<file path="config.mk">
export PLATFORM = sky130hd
export DESIGN_NAME = rf_access_seq
export DESIGN_NICKNAME = d
export VERILOG_FILES = /design/src/rtl/rf_access_seq_pkg.sv /design/src/rtl/rf_access_seq_onehot_dec.sv /design/src/rtl/rf_access_seq.sv
export SDC_FILE = /design/constraint.sdc
export NUM_CORES = 1
export LEC_CHECK = 0
export BUFFER_PORTS_ARGS = -buffer_cell sky130_fd_sc_hd__clkbuf_2
export CAP_MARGIN = 20
export CELL_PAD_IN_SITES_DETAIL_PLACEMENT = 0
export CELL_PAD_IN_SITES_GLOBAL_PLACEMENT = 1
export CORE_MARGIN = 2
export CORE_UTILIZATION = 34
export DETAILED_ROUTE_END_ITERATION = 6
export PLACE_DENSITY = 0.88
export SLEW_MARGIN = 0
export SYNTH_ARGS = -nofsm -noshare
export SYNTH_HDL_FRONTEND = slang
export SYNTH_SLANG_ARGS = --single-unit
</file>
<file path="constraint.sdc">
create_clock -name clk -period 1.86 [get_ports clk]
set_clock_uncertainty 0.1 [all_clocks]
set_input_delay 0.093 -clock clk [delete_from_list [all_inputs] [get_ports clk]]
set_output_delay 0.093 -clock clk [all_outputs]
set_load 0.05 [all_outputs]
</file>
<file path="src/rtl/rf_access_seq_pkg.sv">
// Shared definitions for the register-bank access sequencer: default sizes,
// FSM state encodings and a small address range helper.
package rf_access_seq_pkg;

    localparam int NREGS_DEF = 8;
    localparam int AW_DEF    = 3;
    localparam int DW_DEF    = 16;

    localparam logic [2:0] ST_IDLE     = 3'd0;
    localparam logic [2:0] ST_DRIVE    = 3'd1;
    localparam logic [2:0] ST_CAPTURE  = 3'd2;
    localparam logic [2:0] ST_PRESENT  = 3'd3;
    localparam logic [2:0] ST_WAIT_RES = 3'd4;
    localparam logic [2:0] ST_WRITE    = 3'd5;

    function automatic logic addr_in_range(input logic [31:0] addr, input int nregs);
        return addr < 32'(nregs);
    endfunction

endpackage

</file>
<file path="src/rtl/rf_access_seq_onehot_dec.sv">
// Gated binary-to-one-hot decoder; addresses at or beyond NREGS decode to all-zero.
module rf_access_seq_onehot_dec #(
    parameter int AW    = 3,
    parameter int NREGS = 8
) (
    input  logic [AW-1:0]    addr,
    input  logic             en,
    output logic [NREGS-1:0] onehot
);

    always_comb begin
        onehot = '0;
        for (int i = 0; i < NREGS; i++) begin
            if (en && (addr == AW'(i))) begin
                onehot[i] = 1'b1;
            end
        end
    end

endmodule

</file>
<file path="src/rtl/rf_access_seq.sv">
// Operand-fetch / writeback sequencer in front of the reg16 bank: drives
// the bus enables, captures DA/DB, hands operands off and issues the load strobe.
module rf_access_seq
    import rf_access_seq_pkg::*;
#(
    parameter int NREGS = NREGS_DEF,
    parameter int AW    = AW_DEF,
    parameter int DW    = DW_DEF
) (
    input  logic             clk,
    input  logic             reset,
    input  logic             req_valid,
    output logic             req_ready,
    input  logic [AW-1:0]    sa,
    input  logic [AW-1:0]    sb,
    input  logic [AW-1:0]    dest,
    input  logic             wb_en,
    output logic [NREGS-1:0] oeA,
    output logic [NREGS-1:0] oeB,
    output logic [NREGS-1:0] ld,
    output logic [DW-1:0]    Din,
    input  logic [DW-1:0]    DA,
    input  logic [DW-1:0]    DB,
    output logic [DW-1:0]    opA,
    output logic [DW-1:0]    opB,
    output logic             op_valid,
    input  logic             op_ready,
    input  logic             res_valid,
    input  logic [DW-1:0]    res_data,
    output logic             res_ready
);

    logic [2:0]    state_q, state_d;
    logic [AW-1:0] sa_q, sa_d, sb_q, sb_d, dest_q, dest_d;
    logic          wb_en_q, wb_en_d;
    logic [DW-1:0] op_a_q, op_a_d, op_b_q, op_b_d, din_q, din_d;
    logic          oe_en, ld_en;

    always_comb begin
        state_d = state_q;
        sa_d    = sa_q;
        sb_d    = sb_q;
        dest_d  = dest_q;
        wb_en_d = wb_en_q;
        op_a_d  = op_a_q;
        op_b_d  = op_b_q;
        din_d   = din_q;
        case (state_q)
            ST_IDLE: begin
                if (req_valid) begin
                    sa_d    = sa;
                    sb_d    = sb;
                    dest_d  = dest;
                    wb_en_d = wb_en;
                    state_d = ST_DRIVE;
                end
            end
            ST_DRIVE: state_d = ST_CAPTURE;
            ST_CAPTURE: begin
                // A bus with no enabled driver floats, so out-of-range reads yield zero.
                op_a_d  = addr_in_range(32'(sa_q), NREGS) ? DA : '0;
                op_b_d  = addr_in_range(32'(sb_q), NREGS) ? DB : '0;
                state_d = ST_PRESENT;
            end
            ST_PRESENT: begin
                if (op_ready) begin
                    state_d = wb_en_q ? ST_WAIT_RES : ST_IDLE;
                end
            end
            ST_WAIT_RES: begin
                if (res_valid) begin
                    din_d   = res_data;
                    state_d = ST_WRITE;
                end
            end
            ST_WRITE: state_d = ST_IDLE;
            default:  state_d = ST_IDLE;
        endcase
    end

    always_ff @(posedge clk or posedge reset) begin
        if (reset) begin
            state_q <= ST_IDLE;
            sa_q    <= '0;
            sb_q    <= '0;
            dest_q  <= '0;
            wb_en_q <= 1'b0;
            op_a_q  <= '0;
            op_b_q  <= '0;
            din_q   <= '0;
        end else begin
            state_q <= state_d;
            sa_q    <= sa_d;
            sb_q    <= sb_d;
            dest_q  <= dest_d;
            wb_en_q <= wb_en_d;
            op_a_q  <= op_a_d;
            op_b_q  <= op_b_d;
            din_q   <= din_d;
        end
    end

    // Strobes come only from state and latched addresses, so reset kills them at once.
    assign oe_en = (state_q == ST_DRIVE) || (state_q == ST_CAPTURE);
    assign ld_en = (state_q == ST_WRITE);

    rf_access_seq_onehot_dec #(.AW(AW), .NREGS(NREGS)) u_dec_oea (
        .addr(sa_q), .en(oe_en), .onehot(oeA)
    );
    rf_access_seq_onehot_dec #(.AW(AW), .NREGS(NREGS)) u_dec_oeb (
        .addr(sb_q), .en(oe_en), .onehot(oeB)
    );
    rf_access_seq_onehot_dec #(.AW(AW), .NREGS(NREGS)) u_dec_ld (
        .addr(dest_q), .en(ld_en), .onehot(ld)
    );

    assign req_ready = (state_q == ST_IDLE) && !reset;
    assign op_valid  = (state_q == ST_PRESENT);
    assign res_ready = (state_q == ST_WAIT_RES);
    assign opA       = op_a_q;
    assign opB       = op_b_q;
    assign Din       = din_q;

endmodule

</file>
==> flow_metrics.tcl, run 1 <==
set metrics [dict create \
    drt-wirelength-per-cell_microns 14.4 \
    place_inst 420 \
    yosys_most_used_dff "dfrtp_1" \
    status "finished, violations left" \
    clk_pin_slew_worst_paths_ns 0.06 \
    ys_seq_area_share_pct 57.8 \
    worstSetupStartpointType "flop" \
    crit_buf_inv 2 \
    worstReg2RegStart "state_q[2]" \
    pwr_density_cell_nw_per_um2 1960 \
    synth_nets 249 \
    cts_tree "done" \
    start_util_pct 34.7 \
    slowest_stage "dfrtp_2" \
    die_area_sq_um 8480 \
    slew_headroom_pct 75.3 \
    cts_inserted_buffers 9 \
    fin_crit_ns 1.89 \
    violations "setup timing" \
    switchingPower_mw 4.47 \
    drt_iter0_markers 56 \
    r2r.worst_path.cells 5 \
    placed_area_sq_um 3520 \
    yosys_warnings 0 \
    yosys.cell_types.count 28 \
    critPathMaxFanout 6 \
    vias 2287 \
    cp_top_family "simple AND/OR/NAND/NOR gates" \
    viasPerCell 4.59 \
    grt_pass1_vias 2460 \
    drcViolationCount 0 \
    min_to "state_q[0]" \
    hold_start "req_valid" \
    grt_pass1_wl_mm 11.5 \
    fin_crit_sh_pct 102 \
    finish.instance_area_sq_um 4570 \
    setup_slack_ns -0.0348 \
    netlist_area_sq_um 2640 \
    final_cell_mix "clkbuf_2 (116), dlygate4sd3_1 (60), dfrtp_1 (58), mux2_2 (58), clkbuf_8 (19)" \
    clk_latency_ns 0.32 \
    worst_slew_pin_slew_ns 0.370 \
    fillCellCount 604 \
    antenna_found_initial 0 \
    routed_wl_mm 7.16 \
    combPwrFrac_pct 59.1 \
    fin_cells 498 \
    diodes 0 \
    r2r-end "sb_q[2]" \
    holdPathStages 3 \
    multi_input_area_sq_um 1160 \
    num_io_pins 138 \
    synth_seq_cells 61 \
    clock_power_share_pct 12.9 \
    setup.worst_path.class "flop to output port" \
    report.final.slew_viol_count 0 \
    synth-edff-count 0 \
    p_seq_share_pct 27.9 \
    cts_buffer_depth 2 \
    max_stage_delay_ns 0.45 \
    switching_share_pct 49.8 \
    max_freq_ghz 0.528 \
    required_ns 1.67 \
    core_sq_um 7610 \
    rsz0062_at_grt "true" \
    place_hpwl_mm 4.18 \
    fin_util_pct 60.0 \
    h-tree-depth 3 \
    fp.dieW_microns 92.1 \
    setup_viol_count_final 4 \
    crit_chain "buf_6 > or3_4 > nor3_4 > buf_8" \
    syn_to_final_growth_pct 73.1 \
    maxCapViolations 0 \
    arrival_ns 1.70 \
    regToRegSetupSlack_ns 0.05 \
    leakagePower_nw 2.15 \
    grt_max_degree 62 \
    die-height_microns 92.1 \
    numPortBuffers 137 \
    rows 32 \
    clkSinkCount 61 \
    syn_area_per_cell_sq_um 14.2 \
    grt-ovfl-total 0 \
    fin_nets 456 \
    drt-pass1-iter-count 4 \
    syn_inst 186 \
    drive_gt1_share_pct 63.9 \
    async_flop_share_pct 100 \
    final_common_cell "clkbuf_2" \
    place_congestion 0.743 \
    gr-usage-all-layers_pct 17.1 \
    cp-end-kind "output port" \
    seqCellArea_sq_um 1530 \
    ant_nets 0 \
    hold_class "input port to flop" \
    vdd_drop_max_v 0.000928 \
    p_int_mw 4.50 \
    cts_root_buf "clkbuf_8" \
    final_hold_viol_count 0 \
]
synthesized netlist by cell type (3+ instances only):
library cell	instances	area, sq um
nor2_1	5	18.8
buf_6	5	56.3
nor3_1	10	50.1
nand3b_1	3	22.5
and2_1	3	18.8
or3b_2	4	35.0
dfrtp_1	61	1530
nor3b_1	9	67.6
nor4_1	3	18.8
mux2_2	58	653
cell type report:
class | instances | share of cell area, %
Inverter | 1 | 0.0822
Clock inverter | 3 | 1.01
Multi-Input combinational cell | 111 | 25.5
Clock buffer | 11 | 3.31
Timing Repair Buffer | 209 | 33.8
Tap cell | 102 | 2.79
Sequential cell | 61 | 33.5
cell families (layout without fill, tap and decap cells):
kind of cell | count (synthesis) | after routing | share of synthesized area, %
multiplexers | 58 | 58 | 24.8
AO/OA/AOI/OAI | 3 | 3 | 0.996
buffers and inverters | 14 | 224 | 3.79
XOR/XNOR | 1 | 1 | 0.332
flip-flops | 61 | 61 | 57.8
AND/OR/NAND/NOR | 49 | 49 | 12.3
flip-flops by register name (all words and copies together), names as in the netlist:
name / flops
sa_q: 3
sb_q: 3
opB: 16
wb_en_q: 1
dest_q: 3
state_q: 3
opA: 16
Din: 16
worst max-delay path by stage:
stage                     startpoint  endpoint  slack (ns)  cells after the start
after floorplan           state_q[1]    oeA[0]       -0.38                      4
after global placement    state_q[2]    oeA[3]        0.14                      3
after detailed placement  state_q[2]    oeA[3]        0.09                      3
after CTS                 state_q[2]    oeA[1]       -0.06                      4
after global routing      state_q[2]    oeA[0]        -0.1                      4
final                     state_q[2]    oeA[0]       -0.03                      4
worst min-delay path, delay by kind of cell:
family	cells	cell delay [ns]
AND/OR/NAND/NOR	1	0.17
AO/OA/AOI/OAI	1	0.11
buffers and inverters	1	0.09
per-layer routing:
metal	share of wire [%]	vias up	track usage (%)
li1	-	1077	-
met1	38	1116	19.3
met2	54	80	30.5
met3	5.0	14	4.19
met4	2.4	0	7.71
met5	0	-	0
per-stage QoR:
step           worst slack, ns  power (mW)  hold slack, ns  TNS, ns
6_report               -0.0348        8.97          0.0815  -0.0660
5_1_grt                -0.0984        9.40          0.0702   -0.734
4_1_cts                -0.0558        8.83          0.0597   -0.253
3_5_place_dp            0.0918        7.27          0.0939        0
3_3_place_gp             0.136        7.18          0.0921        0
2_1_floorplan           -0.379        6.23           0.145    -4.61
power by group through the flow:
| stage | registers [mW] | clock network [mW] | logic, mW |
|---|---|---|---|
| after floorplan | 4.16 | 0 | 2.06 |
| after global routing | 2.60 | 1.26 | 5.55 |
| after global placement | 2.47 | 0 | 4.71 |
| after detailed placement | 2.50 | 0 | 4.77 |
| final | 2.51 | 1.16 | 5.31 |
| after CTS | 2.47 | 1.21 | 5.15 |
repair_timing:
| item | in CTS | in global routing |
|---|---|---|
| hold buffers | 60 | 0 |
| gates resized for setup | 43 | 24 |
| hold endpoints to repair | 121 | 0 |
| setup buffers | 4 | 0 |
| endpoints found under the setup margin | 23 | 33 |
| pin swaps | 1 | 8 |
No activity file was read; power rests on OpenSTA's default activity.
==> run 2, diff against run 1 <==
==> constraint.sdc (replaced) <==
create_clock -name clk -period 1.86 [get_ports clk]
set_clock_uncertainty 0.1 [all_clocks]
set_input_delay 0.186 -clock clk [delete_from_list [all_inputs] [get_ports clk]]
set_output_delay 0.186 -clock clk [all_outputs]
set_load 0.05 [all_outputs]
==> run 2 against run 1 <==
Compared with the run above:
- the run still ends with setup timing left
- clock-buffer cell count stayed put
- global-route usage grew 0.21 points
- power rose by 3.6%
- via count up 2.7%
- fmax is 5.5% lower
- sequential share of layout area fell by 1.2 points
- critical path depth rose by 1
- design area is 3.5% higher
- non-clock buffer count is 6 higher
- flip-flop and latch count unchanged
- critical endpoint is now oeA[7]
==> flow_metrics.tcl, run 2 (synthesized netlist as in run 1, its figures left out) <==
set metrics [dict create \
    leakagePower_nw 2.24 \
    drt-pass1-iter-count 4 \
    grt_pass1_wl_mm 11.6 \
    slew_headroom_pct 76.3 \
    status "finished, violations left" \
    fillCellCount 582 \
    setup.worst_path.class "flop to output port" \
    max_stage_delay_ns 0.46 \
    clkSinkCount 61 \
    vdd_drop_max_v 0.000933 \
    setup_viol_count_final 28 \
    worstSetupStartpointType "flop" \
    setup_slack_ns -0.146 \
    required_ns 1.57 \
    fin_crit_ns 2.01 \
    crit_buf_inv 3 \
    drt_iter0_markers 31 \
    fin_crit_sh_pct 108 \
    die-height_microns 92.1 \
    clk_latency_ns 0.33 \
    regToRegSetupSlack_ns -0.02 \
    cts_root_buf "clkbuf_8" \
    h-tree-depth 3 \
    grt-ovfl-total 0 \
    antenna_found_initial 0 \
    numPortBuffers 137 \
    pre_cts_ws_ns 0.130 \
    crit_top_cell "buf_6" \
    pwr_density_cell_nw_per_um2 1970 \
    start_util_pct 34.7 \
    vias 2348 \
    fin_setup_tns_ns -0.903 \
    core_sq_um 7610 \
    drt-wirelength-per-cell_microns 15.3 \
    routed_wl_mm 7.75 \
    clk_pin_slew_worst_paths_ns 0.07 \
    place_inst 423 \
    syn_to_final_growth_pct 79.2 \
    final_common_cell "clkbuf_2" \
    critPathMaxFanout 6 \
    num_io_pins 138 \
    rsz0062_at_grt "true" \
    report.final.slew_viol_count 0 \
    ant_nets 0 \
    cp-end-kind "output port" \
    cts_buffer_depth 2 \
    cts_tree "done" \
    multi_input_area_sq_um 1220 \
    crit_chain "buf_6 > buf_6 > nand3b_1 > nor3b_2 > clkbuf_8" \
    gr-usage-all-layers_pct 17.3 \
    drcViolationCount 0 \
    place_hpwl_mm 4.41 \
    die_area_sq_um 8480 \
    max_freq_ghz 0.499 \
    maxCapViolations 0 \
    place_congestion 0.749 \
    grt_pass1_vias 2445 \
    final_cell_mix "clkbuf_2 (110), dfrtp_1 (59), dlygate4sd3_1 (59)" \
    fin_nets 462 \
    viasPerCell 4.65 \
    seqCellArea_sq_um 1530 \
    worst_slew_pin_slew_ns 0.356 \
    rows 32 \
    cts_inserted_buffers 9 \
    hold_class "input port to flop" \
    slowest_stage "dfrtp_2" \
    diodes 0 \
    grt_max_degree 33 \
    cp_top_family "buffers and inverters" \
    fp.dieW_microns 92.1 \
    violations "setup timing" \
    fin_cells 505 \
    final_hold_viol_count 0 \
    arrival_ns 1.72 \
    drive_gt1_share_pct 65.8 \
]
-- run 2: layer usage --
metal / vias to the layer above / wire length, microns / track usage [%]
met5: - / 0 / 0
met4: 0 / 129 / 6.09
met3: 13 / 367 / 3.37
met2: 79 / 4400 / 32.4
met1: 1171 / 2850 / 19.6
li1: 1085 / - / -
-- run 2: area by class of cell --
class	count	share of cell area [%]
Clock inverter	4	1.01
Timing Repair Buffer	215	34.8
Clock buffer	11	3.20
Tap cell	102	2.70
Sequential cell	61	32.3
Multi-Input combinational cell	111	25.9
Inverter	1	0.0794
-- run 2: power breakdown --
| part | switching (mW) | leakage (nW) | internal, mW |
|---|---|---|---|
| sequential | 0.510 | 0.744 | 1.99 |
| clock | 0.499 | 0.101 | 0.680 |
| combinational | 3.59 | 1.39 | 2.03 |
| total | 4.60 | 2.24 | 4.70 |
-- run 2: repair_timing --
action | in CTS | in global routing
hold endpoints to repair | 72 | 0
pin swaps | 5 | 10
hold buffers | 59 | 0
gates cloned | 0 | 0
setup buffers | 3 | 5
endpoints found under the setup margin | 24 | 37
resized for setup | 59 | 42
-- run 2: through the flow --
stage	area [sq um]	power (mW)	util (%)	hold slack, ns
global route	4730	9.72	62.2	0.0885
global placement	3530	7.21	46.4	0.0810
floorplan	2700	6.23	-	0.238
CTS	4580	9.01	60.2	0.0440
finish	4730	9.30	62.2	0.0598
detailed placement	3530	7.31	46.4	0.0865
-- run 2: final timing paths --
path / start / to / cells after the start
setup / recovery: state_q[2] / oeA[7] / 5
hold / removal: op_ready / state_q[0] / 3
setup reg to reg: state_q[2] / opA[13] / 6
hold reg to reg: opA[5] / opA[5] / 1
max in group asynchronous: reset / opA[12] / 4
min in group asynchronous: reset / Din[10] / 3
-- run 2: worst min-delay path, delay by kind of cell --
family,cells,cell delay (ns)
compound gates,1,0.11
buf+inv,1,0.10
simple gates,1,0.06
==> run 3, diff against run 2 <==
--- a/config.mk
+++ b/config.mk
@@ -5,12 +5,14 @@
 export SDC_FILE = /design/constraint.sdc
 export NUM_CORES = 1
 export LEC_CHECK = 0
+export ABC_AREA = 1
 export BUFFER_PORTS_ARGS = -buffer_cell sky130_fd_sc_hd__clkbuf_2
 export CAP_MARGIN = 20
 export CELL_PAD_IN_SITES_DETAIL_PLACEMENT = 0
 export CELL_PAD_IN_SITES_GLOBAL_PLACEMENT = 1
+export CORE_ASPECT_RATIO = 1.5
 export CORE_MARGIN = 2
-export CORE_UTILIZATION = 34
+export CORE_UTILIZATION = 31
 export DETAILED_ROUTE_END_ITERATION = 6
 export PLACE_DENSITY = 0.88
 export SLEW_MARGIN = 0
==> run 3 against run 2 <==
Compared with the run above:
- the flow now finishes without violations
- critical path type unchanged
- sequential power decreased by 4%
- area after synthesis is 0.62% higher
- synthesized cell count is 73% higher
- power shrank 5.8%
- highest routed layer unchanged
- core utilization fell by 11 points
- critical endpoint unchanged
- die area is 10% higher
- sequential share of layout area increased by 3.3 points
- critical path depth increased by 1
- clock power increased by 36%
- largest power group unchanged
==> flow_metrics.tcl, run 3 <==
set metrics [dict create \
    cp-end-kind "output port" \
    place_hpwl_mm 4.67 \
    required_ns 1.57 \
    yosys-top-cells-area "dfrtp_1 (57%), nand2_1 (12%), inv_1 (6.9%)" \
    h-tree-depth 3 \
    numPortBuffers 137 \
    vias 2649 \
    die_area_sq_um 9340 \
    drt-pass1-iter-count 4 \
    fin_cells 613 \
    vdd_drop_max_v 0.00106 \
    yosys_most_used_dff "dfrtp_1" \
    ys_seq_area_share_pct 57.5 \
    setup.worst_path.class "flop to output port" \
    cts_buffer_depth 2 \
    clkSinkCount 61 \
    worst_slew_pin_slew_ns 0.564 \
    fin_crit_sh_pct 98.2 \
    switching_share_pct 51.9 \
    place_inst 556 \
    async_flop_share_pct 100 \
    grt-ovfl-total 0 \
    clk_pin_slew_worst_paths_ns 0.05 \
    drt-wirelength-per-cell_microns 11.1 \
    setup_viol_count_final 0 \
    drive_gt1_share_pct 36.0 \
    cts_tree "done" \
    rsz0062_at_grt "true" \
    switchingPower_mw 4.54 \
    pwr_density_cell_nw_per_um2 2040 \
    antenna_found_initial 0 \
    place_congestion 0.729 \
    synth_top_cells_by_count "nand2_1 (87), dfrtp_1 (61), inv_1 (49)" \
    die-height_microns 117 \
    yosys.cell_types.count 22 \
    fp.dieW_microns 79.6 \
    final_cell_mix "clkbuf_2 (112), nand2_1 (83), dfrtp_1 (59)" \
    rows 41 \
    yosys_warnings 0 \
    cts_inserted_buffers 9 \
    leakagePower_nw 2.42 \
    grt_pass1_vias 2578 \
    diodes 0 \
    hold-worst-slack_ns 0.00394 \
    arrival_ns 1.54 \
    worstSetupStartpointType "flop" \
    combPwrFrac_pct 54.0 \
    critPathMaxFanout 7 \
    ant_nets 0 \
    report.final.slew_viol_count 0 \
    netlist.area_leader.share_pct 57.5 \
    syn_to_final_growth_pct 61.7 \
    viasPerCell 4.32 \
    syn_area_per_cell_sq_um 8.25 \
    p_int_mw 4.21 \
    clk_latency_ns 0.32 \
    maxCapViolations 0 \
    routed_wl_mm 6.79 \
    seqCellArea_sq_um 1530 \
    grt_max_degree 66 \
    synth_seq_cells 61 \
    syn_inst 322 \
    core_sq_um 8360 \
    gr-usage-all-layers_pct 15.1 \
    max_freq_ghz 0.547 \
    num_io_pins 138 \
    synth-edff-count 0 \
    cts_root_buf "clkbuf_16" \
    multi_input_area_sq_um 891 \
    final_common_cell "clkbuf_2" \
    hold_class "input port to flop" \
    netlist_area_sq_um 2660 \
    synthMostInstantiatedCell "nand2_1" \
    synth_nets 385 \
    clock_power_share_pct 18.4 \
    start_util_pct 31.8 \
    slew_headroom_pct 62.4 \
    fin_crit_ns 1.83 \
    p_seq_share_pct 27.5 \
    fillCellCount 795 \
    grt_pass1_wl_mm 11.1 \
    drt_iter0_markers 58 \
    status "completed" \
    fin_nets 564 \
    yosys.area.top_type "dfrtp_1" \
    final_hold_viol_count 0 \
    drcViolationCount 0 \
]
## run 3: changes by cell type after synthesis, moves of 13 or more
cell	before	now
inv_1	1	49
mux2_2	58	0
nand2_1	2	87
nand3_1	0	22
nor2_1	5	34
o21ai_0	0	21
o21ai_1	0	13
## run 3: cells by family (layout without fill, tap and decap cells)
logic type | count (synthesis) | after routing | synth area share (%)
AND/OR/NAND/NOR | 151 | 151 | 23.4
flip-flops | 61 | 61 | 57.5
AO/OA/AOI/OAI | 45 | 45 | 8.58
buffers and inverters | 65 | 249 | 10.5
## run 3: per-stage QoR
stage | setup slack [ns] | cell area (sq um) | util (%) | total power [mW] | setup TNS, ns
global route | -0.0626 | 4290 | 51.3 | 9.31 | -0.503
CTS | 0.0000345 | 4190 | 50.1 | 8.66 | 0
floorplan | -0.0166 | 2660 | - | 5.89 | -0.266
detailed placement | 0.161 | 3430 | 41.1 | 6.88 | 0
finish | 0.0328 | 4290 | 51.3 | 8.76 | 0
global placement | 0.184 | 3430 | 41.1 | 6.78 | 0
## run 3: path summary, 6_finish.rpt
check | startpoint | end | slack, ns | cells after the start
worst min-delay path | DB[2] | opB[2] | 0.004 | 3
worst max register to register | state_q[1] | opA[5] | 0.25 | 4
min in group asynchronous | reset | state_q[2] | 0.20 | 3
worst max-delay path | state_q[1] | oeA[7] | 0.03 | 6
max in group asynchronous | reset | dest_q[0] | 0.94 | 4
worst min register to register | Din[11] | Din[11] | 0.37 | 2
## run 3: cell type report
type	instances	area share, %
tap	107	3.12
multi-input combinational	196	20.8
inverter	52	4.61
timing repair buffer	181	29.1
clock inverter	5	1.17
clock buffer	11	5.65
sequential	61	35.6
## run 3: what timing repair did
item,in CTS,in global routing
pin swaps,0,1
hold buffers,39,0
setup buffers,1,1
setup endpoints to repair,25,22
hold endpoints to repair,99,0
gates resized for setup,26,52
## run 3: power by group through the flow
stage	registers (mW)	logic, mW	clock network (mW)
4_1_cts	2.41	4.59	1.66
2_1_floorplan	4.18	1.71	0
3_3_place_gp	2.40	4.38	0
3_5_place_dp	2.43	4.45	0
5_1_grt	2.50	5.10	1.71
6_report	2.41	4.73	1.61
## run 3: routing by layer
metal | wire length, microns | up-vias | part of all wire, % | track usage (%)
met5 | 0 | - | 0 | 0
met4 | 176 | 0 | 2.6 | 8.51
met3 | 399 | 12 | 5.9 | 2.85
met2 | 3530 | 91 | 52 | 26.6
met1 | 2680 | 1204 | 40 | 16.4
li1 | - | 1342 | - | -
## run 3: critical path: stages (launching register included)
cell and delay (ns):
dfrtp_2 0.45, inv_1 0.09, nand3_1 0.11, nand2_2 0.15
nand2_2 0.12, nor2_2 0.13, buf_6 0.17
